## src/rtl/ffd_delay_line.sv

```systemverilog
// ---------------------------------------------------------------------------
// ffd_delay_line
//
// Multi-stage D flip-flop delay line. A WD-bit word and its valid qualifier
// travel together through DEPTH register stages. The output tap can be chosen
// at run time, so the delay can be set anywhere from 1 to DEPTH enabled clock
// edges. It also provides a stall (en), a synchronous flush of the valid bits
// and a count of the stages that currently hold valid data.
//
// Qualifier semantics: this block has no ready signal, so there is no
// backpressure. On an enabled edge (en=1, flush=0) a word is accepted
// whatever d_valid is. d_valid only marks whether that word counts. The data
// at the selected tap is meaningful only while q_valid=1.
//
// Ports
//   clk      in   1         clock; all state updates on the rising edge
//   reset    in   1         asynchronous, active-low reset
//   en       in   1         shift enable; 0 holds every stage
//   flush    in   1         synchronous clear of all valid bits (beats en)
//   d        in   WD        data into stage 0
//   d_valid  in   1         qualifier for d
//   tap_sel  in   TW        output tap; delay = tap_sel+1 enabled edges
//   q        out  WD        data at the selected tap
//   q_valid  out  1         valid bit at the selected tap
//   vld_cnt  out  CW        number of stages holding valid data (0..DEPTH)
// ---------------------------------------------------------------------------
module ffd_delay_line #(
   parameter int            WD      = 8,
   parameter int            DEPTH   = 4,
   parameter logic [WD-1:0] RST_VAL = '0,
   localparam int           TW      = (DEPTH > 2) ? $clog2(DEPTH) : 1,
   localparam int           CW      = $clog2(DEPTH + 1)
) (
   input  logic          clk,
   input  logic          reset,
   input  logic          en,
   input  logic          flush,
   input  logic [WD-1:0] d,
   input  logic          d_valid,
   input  logic [TW-1:0] tap_sel,
   output logic [WD-1:0] q,
   output logic          q_valid,
   output logic [CW-1:0] vld_cnt
);

   logic [WD-1:0]    s [DEPTH];
   logic [DEPTH-1:0] v;
   logic [TW-1:0]    tap_idx;

   // Stage 0 is the youngest stage. An enabled edge moves every stage one
   // place toward DEPTH-1, and the contents of the last stage are lost.
   // A flush clears only the valid bits. The data stages keep their values
   // because nothing downstream looks at them while they are invalid.
   always_ff @(posedge clk or negedge reset) begin
      if (!reset) begin
         for (int i = 0; i < DEPTH; i++) begin
            s[i] <= RST_VAL;
         end
         v <= '0;
      end else if (flush) begin
         v <= '0;
      end else if (en) begin
         s[0] <= d;
         for (int i = 1; i < DEPTH; i++) begin
            s[i] <= s[i-1];
         end
         v <= {v[DEPTH-2:0], d_valid};
      end
   end

   // When DEPTH is not a power of two, tap_sel can name a stage that does not
   // exist. Such a request is clamped to the last stage.
   always_comb begin
      tap_idx = tap_sel;
      if (int'(tap_sel) >= DEPTH) begin
         tap_idx = TW'(DEPTH - 1);
      end
   end

   assign q       = s[tap_idx];
   assign q_valid = v[tap_idx];

   always_comb begin
      vld_cnt = '0;
      for (int i = 0; i < DEPTH; i++) begin
         vld_cnt = vld_cnt + CW'(v[i]);
      end
   end

endmodule

```

## config.mk

```make
export PLATFORM = sky130hd
export DESIGN_NAME = ffd_delay_line
export DESIGN_NICKNAME = d
export VERILOG_FILES = /design/src/rtl/ffd_delay_line.sv
export SDC_FILE = /design/constraint.sdc
export NUM_CORES = 1
export LEC_CHECK = 0
export ABC_AREA = 1
export ABC_CLOCK_PERIOD_IN_PS = 1900
export BUFFER_PORTS_ARGS = -buffer_cell sky130_fd_sc_hd__clkbuf_2
export CAP_MARGIN = 20
export CORE_ASPECT_RATIO = 1.1
export CORE_MARGIN = 2
export CORE_UTILIZATION = 35
export DETAILED_ROUTE_END_ITERATION = 12
export PLACE_DENSITY_LB_ADDON = 0.25
export REMOVE_ABC_BUFFERS = 1
export SKIP_LAST_GASP = 1
export SLEW_MARGIN = 10
export SYNTH_ARGS = -nofsm -noshare
export SYNTH_HDL_FRONTEND = slang
export SYNTH_SLANG_ARGS = --single-unit
```

## constraint.sdc

```tcl
create_clock -name clk -period 1.9 [get_ports clk]
set_input_delay 0.19 -clock clk [delete_from_list [all_inputs] [get_ports clk]]
set_output_delay 0.19 -clock clk [all_outputs]
set_load 0.02 [all_outputs]
```

==> results.toml, run 1 <==
[power]
cellLeakagePower_nw = 1.16
internal-power_mw = 1.29
comb_power_share_pct = 21.8
ir_drop_mv = 0.473
clkPwrFrac_pct = 28.7
p_switching_mw = 0.608
p_seq_share_pct = 49.6
p_per_area_nw_per_um2 = 880
netSwitchingFraction_pct = 32.1

[worst_setup_path]
critPathLaunch = "v[0]"
regToRegEndpoint = "v[3]"
worstPathArrival_ps = 1810
required_ps = 1710
cp_slowest_cell = "fa_1"
max_stage_delay_ps = 540
crit_buf_inv = 3
cp-end-kind = "output port"
crit_chain = "inv_2, fa_1, inv_2, ha_4, ha_4, buf_8"
timing.rr.start = "v[2]"
crit_type = "reg2out"
cp-start-kind = "flip-flop"
r2r_cells = 2
cp_top_family = "adder cells"
critical_path.max_fanout = 3
r2r_slack_ps = 1140

[timing]
rsz0062_at_grt = "yes"
clock_skew_ps = 10.9
worst-slew-pin-transition_ps = 635
maxSlewHeadroom_pct = 57.7
layout_min_cycle_time_ps = 2000
drv_slew = 0
fmax_mhz = 500
final.setup.worst_slack_ps = -100
setup_viol_count_final = 2
finalHoldViolations = 0
fin_crit_sh_pct = 105

[die]
dieArea_um2 = 5920
io_pins = 27
initial_core_util_pct = 36.7
coreArea_um2 = 5070
rows = 27
dieHeight_um = 80.5
die_w_um = 73.5

[synthesis]
synth_top_cell_area_share_pct = 48.4
netlist-cell-type-count = 18
ys_ff_latch = 36
synth_top_cell_by_area = "dfrtp_1"
yosysSeqAreaShare_pct = 48.4
netlist_area_um2 = 1860
ys_top_cells_by_area = "dfrtp_1, nand2_1, inv_1"
synthCells = 237
yosys_warnings = 0
synth.avg_cell_area_um2 = 7.85

[place]
dp_slack_ps = 140
portBuffers = 26
place_hpwl_um = 2350
routabilityCongestion = 0.723

[worst_hold_path]
hold-path-endpoint = "s[29]"
hold_path.class = "in2reg"
hold_path_startpoint = "d[5]"
min_path_cells = 3

[finish]
num_antenna_cells = 0
drive_above_1_share_pct = 23.1
fin_util_pct = 42.5
num-fill-cells = 552
final_nets = 281
syn2layout_area_growth_pct = 15.7

[global_route]
overflow = 0
grt_pass1_wl_um = 6600
grtUsageTotal_pct = 14.8
antenna_found_initial = 0
grt_pass1_vias = 1381
grt_max_degree = 60

[clock_tree]
cts.sinks = 36
cts_root_buf = "clkbuf_8"
clk_path_buf_depth = 2
htreeDepth = 2
post_cts_buffers = 0
cts_made_buffers = 5
clk_pin_slew_ps = 70
worstSkewPairLatency_ps = 290
cts_tree = "yes"

[drt]
drc = 0
routed_wl_um = 3830
first_iter_violations = 91
avgRoutedWirePerCell_um = 11.9
drt_first_pass_iters = 4
viasPerCell = 4.60
via_count = 1482
drt.antenna.violating_nets = 0

[status]
outcome = "complete, but fails checks"
violations = "negative setup slack"

[flow_run]
drv_cap = 0
[power by group through the flow]
stage / Combinational (mW) / Sequential [mW] / Clock [mW]
6_report: 0.412 / 0.940 / 0.543
2_1_floorplan: 0.284 / 0.942 / 0
5_1_grt: 0.481 / 0.955 / 0.600
4_1_cts: 0.417 / 0.940 / 0.566
3_5_place_dp: 0.407 / 0.954 / 0
3_3_place_gp: 0.400 / 0.951 / 0
[cell usage in the layout (no fill, tap or decap)]
master         instances
clkinv_4               1
buf_4                  3
fa_1                   1
nand2_1               85
o21ai_0               17
clkinv_2               2
nand3_1               27
o21ai_2               10
clkinv_1               1
nand2_2                5
buf_8                  3
dlygate4sd3_1          1
inv_2                  5
dfrtp_1               36
ha_4                   2
clkbuf_2              23
inv_4                  1
inv_1                 34
nand2_4                1
clkbuf_8               5
nor2_1                 1
[state kept, by name, summed over array words and instances, names as in the netlist]
name  flops
s        32
v         4
[area by class of cell]
cell class,instances,area [um^2],area share (%)
multi-input combinational,149,743,34.5
clock buffer,5,68.8,3.20
timing repair buffer,30,193,8.95
tap,58,72.6,3.37
clock inverter,3,18.8,0.872
sequential,36,901,41.8
inverter,41,156,7.26
[cell usage after synthesis]
cell / number
nand2_4: 1
nand2_2: 5
ha_1: 2
buf_4: 1
nand2_1: 85
dfrtp_1: 36
inv_4: 1
inv_2: 1
inv_1: 38
buf_6: 2
clkinv_1: 1
o21ai_2: 10
o21ai_0: 17
buf_2: 7
nand3_1: 27
buf_12: 1
nor2_1: 1
fa_1: 1
[logic make-up after synthesis]
kind of cell,count (synthesis),synth area share (%)
fa+ha+maj,3,2.42
buf+inv,52,13.0
simple gates,119,26.9
flops,36,48.4
compound gates,27,9.28
[repair_timing]
action	4_1_cts	5_1_grt
pin swaps	2	1
endpoints found under the setup margin	3	3
endpoints found under the hold margin	36	0
resized for setup	11	5
hold buffers	1	0
[worst register-to-register path: stages, from the launching register on]
cell     delay (ps)
dfrtp_1         440
inv_1           120
o21ai_2          60
[metrics by stage]
step	total power, mW	hold WS, ps	setup TNS [ps]	std cells	cell area, um^2
after floorplan	1.23	-106	0	226	1780
after global placement	1.35	265	0	313	2000
after detailed placement	1.36	265	0	313	2000
after CTS	1.92	114	-146	322	2150
after global routing	2.04	128	-228	322	2150
final	1.90	124	-114	322	2150
[worst max-delay path by stage]
stage | end | depth (start not counted)
2_1_floorplan | vld_cnt[1] | 5
3_3_place_gp | vld_cnt[1] | 6
3_5_place_dp | vld_cnt[1] | 6
4_1_cts | vld_cnt[1] | 6
5_1_grt | vld_cnt[1] | 6
6_report | vld_cnt[1] | 6
[routing by layer]
metal,GRT usage [%],part of all wire [%]
met5,0,0
met4,5.45,1.4
met3,4.14,4.5
met2,22.9,48
met1,19.6,46
Note: power is estimated with default switching activity, not from simulation.
==> run 2: changes to the inputs <==
--- a/config.mk
+++ b/config.mk
@@ -6,15 +6,16 @@
 export NUM_CORES = 1
 export LEC_CHECK = 0
 export ABC_AREA = 1
-export ABC_CLOCK_PERIOD_IN_PS = 1900
+export ABC_CLOCK_PERIOD_IN_PS = 2400
 export BUFFER_PORTS_ARGS = -buffer_cell sky130_fd_sc_hd__clkbuf_2
 export CAP_MARGIN = 20
 export CORE_ASPECT_RATIO = 1.1
 export CORE_MARGIN = 2
-export CORE_UTILIZATION = 35
+export CORE_UTILIZATION = 50
 export DETAILED_ROUTE_END_ITERATION = 12
 export PLACE_DENSITY_LB_ADDON = 0.25
 export REMOVE_ABC_BUFFERS = 1
+export SKIP_CTS_REPAIR_TIMING = 1
 export SKIP_LAST_GASP = 1
 export SLEW_MARGIN = 10
 export SYNTH_ARGS = -nofsm -noshare
==> constraint.sdc (replaced) <==
create_clock -name clk -period 2.4 [get_ports clk]
set_input_delay 0.24 -clock clk [delete_from_list [all_inputs] [get_ports clk]]
set_output_delay 0.24 -clock clk [all_outputs]
set_load 0.02 [all_outputs]
==> run 2 against run 1 <==
  * The run now ends clean
  * Clock-buffer cell count increased by 1
  * Final area decreased by 5.0%
  * Worst hold slack got worse by 50 ps
  * Critical path depth unchanged
  * Sequential share of layout area up 2.2 points
  * Via count fell by 0.34%
  * First-iteration DRC count increased by 16%
  * Clock skew shrank 3.3 ps
  * Non-clock buffer count shrank 4
  * Cell count decreased by 4.0%
  * Largest cell class unchanged
==> results.toml, run 2 (synthesis results as in run 1) <==
[finish]
stdcell_area_um2 = 2050
final_cells = 309
syn2layout_area_growth_pct = 9.95
final_nets = 277
final_common_cell = "nand2_1"
top_regs = "s x32, v x4"
largest-register = "s"
num_antenna_cells = 0
drive_above_1_share_pct = 19.3
fin_util_pct = 56.9
most-common-layout-cells = "nand2_1, inv_1, dfrtp_1"
num-fill-cells = 365
largest_reg_flops = 32

[clock_tree]
cts.sinks = 36
worstSkewPairLatency_ps = 290
clk_pin_slew_ps = 70
cts_tree = "yes"
htreeDepth = 2
cts_made_buffers = 5
clk_path_buf_depth = 2
cts_root_buf = "clkbuf_8"

[worst_setup_path]
cp-end-kind = "output port"
critical_path.max_fanout = 3
r2r_slack_ps = 1660
required_ps = 2160
critPathLaunch = "v[0]"
timing.rr.start = "v[0]"
crit_type = "reg2out"
cp-start-kind = "flip-flop"
worstPathArrival_ps = 1910
cp-endpoint = "vld_cnt[1]"
regToRegEndpoint = "v[1]"
r2r_cells = 2

[power]
power_mw = 1.46
p_per_area_nw_per_um2 = 713
ir_drop_mv = 0.450
cellLeakagePower_nw = 1.14

[global_route]
grt_max_degree = 60
antenna_found_initial = 0
grt_pass1_vias = 1377
overflow = 0
grtUsageTotal_pct = 19.0
grt_pass1_wl_um = 6120

[die]
rows = 23
coreArea_um2 = 3600
dieArea_um2 = 4230
dieHeight_um = 68.0
io_pins = 27
die_w_um = 62.2
initial_core_util_pct = 51.7

[timing]
worst-slew-pin-transition_ps = 899
maxSlewHeadroom_pct = 40.0
fin_crit_sh_pct = 89.7
final.setup.worst_slack_ps = 248
drv_slew = 0
layout_min_cycle_time_ps = 2150
fmax_mhz = 465
finalHoldViolations = 0
clock_skew_ps = 7.62
tns_ps = 0
rsz0062_at_grt = "no"
setup_viol_count_final = 0
fin_worst_hold_slack_ps = 73.4

[drt]
drt.antenna.violating_nets = 0
drc = 0
routed_wl_um = 3470
viasPerCell = 4.78
avgRoutedWirePerCell_um = 11.2
drt_first_pass_iters = 4
first_iter_violations = 106
via_count = 1477

[status]
outcome = "completed"

[place]
routabilityCongestion = 0.793
dp_slack_ps = 544
portBuffers = 26
postPlaceCellArea_um2 = 1970
place_hpwl_um = 2180
place.detailed.instances = 302

[flow_run]
drv_cap = 0

[worst_hold_path]
hold_path.class = "in2async"
run 2: critical path, cell delays in order, from the launching register on:
cell and delay [ps]:
dfrtp_1 340, inv_1 80, fa_1 550, inv_1 40
ha_1 180, ha_1 280, clkbuf_2 160
run 2: area by class of cell:
cell class,count,area [um^2],share of cell area [%]
inverter,41,156,7.65
multi-input combinational,149,718,35.1
sequential,36,901,44.0
timing repair buffer,26,130,6.36
clock inverter,1,5.00,0.245
tap,50,62.6,3.06
clock buffer,6,72.6,3.55
run 2: how the worst min path moves through the flow:
stage,from,to,slack (ps)
floorplan,reset,s[0],-60
global placement,reset,v[1],410
detailed placement,reset,v[1],420
CTS,reset,s[25],100
global route,reset,v[2],140
finish,reset,v[2],70
run 2: layer usage:
layer  vias up  routed length [um]  share of wire, %  global-route usage (%)
met5         -                   0                 0                       0
met2        28                1610                46                    31.5
met1       677                1670                48                    23.5
met3         7                 120               3.5                    5.26
met4         0                  69               2.0                    8.89
li1        765                   -                 -                       -
run 2: power breakdown:
part | leakage [nW] | switching (mW) | internal [mW]
Clock | 0.0410 | 0.209 | 0.197
Sequential | 0.465 | 0.0481 | 0.697
Combinational | 0.632 | 0.198 | 0.109
Total | 1.14 | 0.455 | 1.00
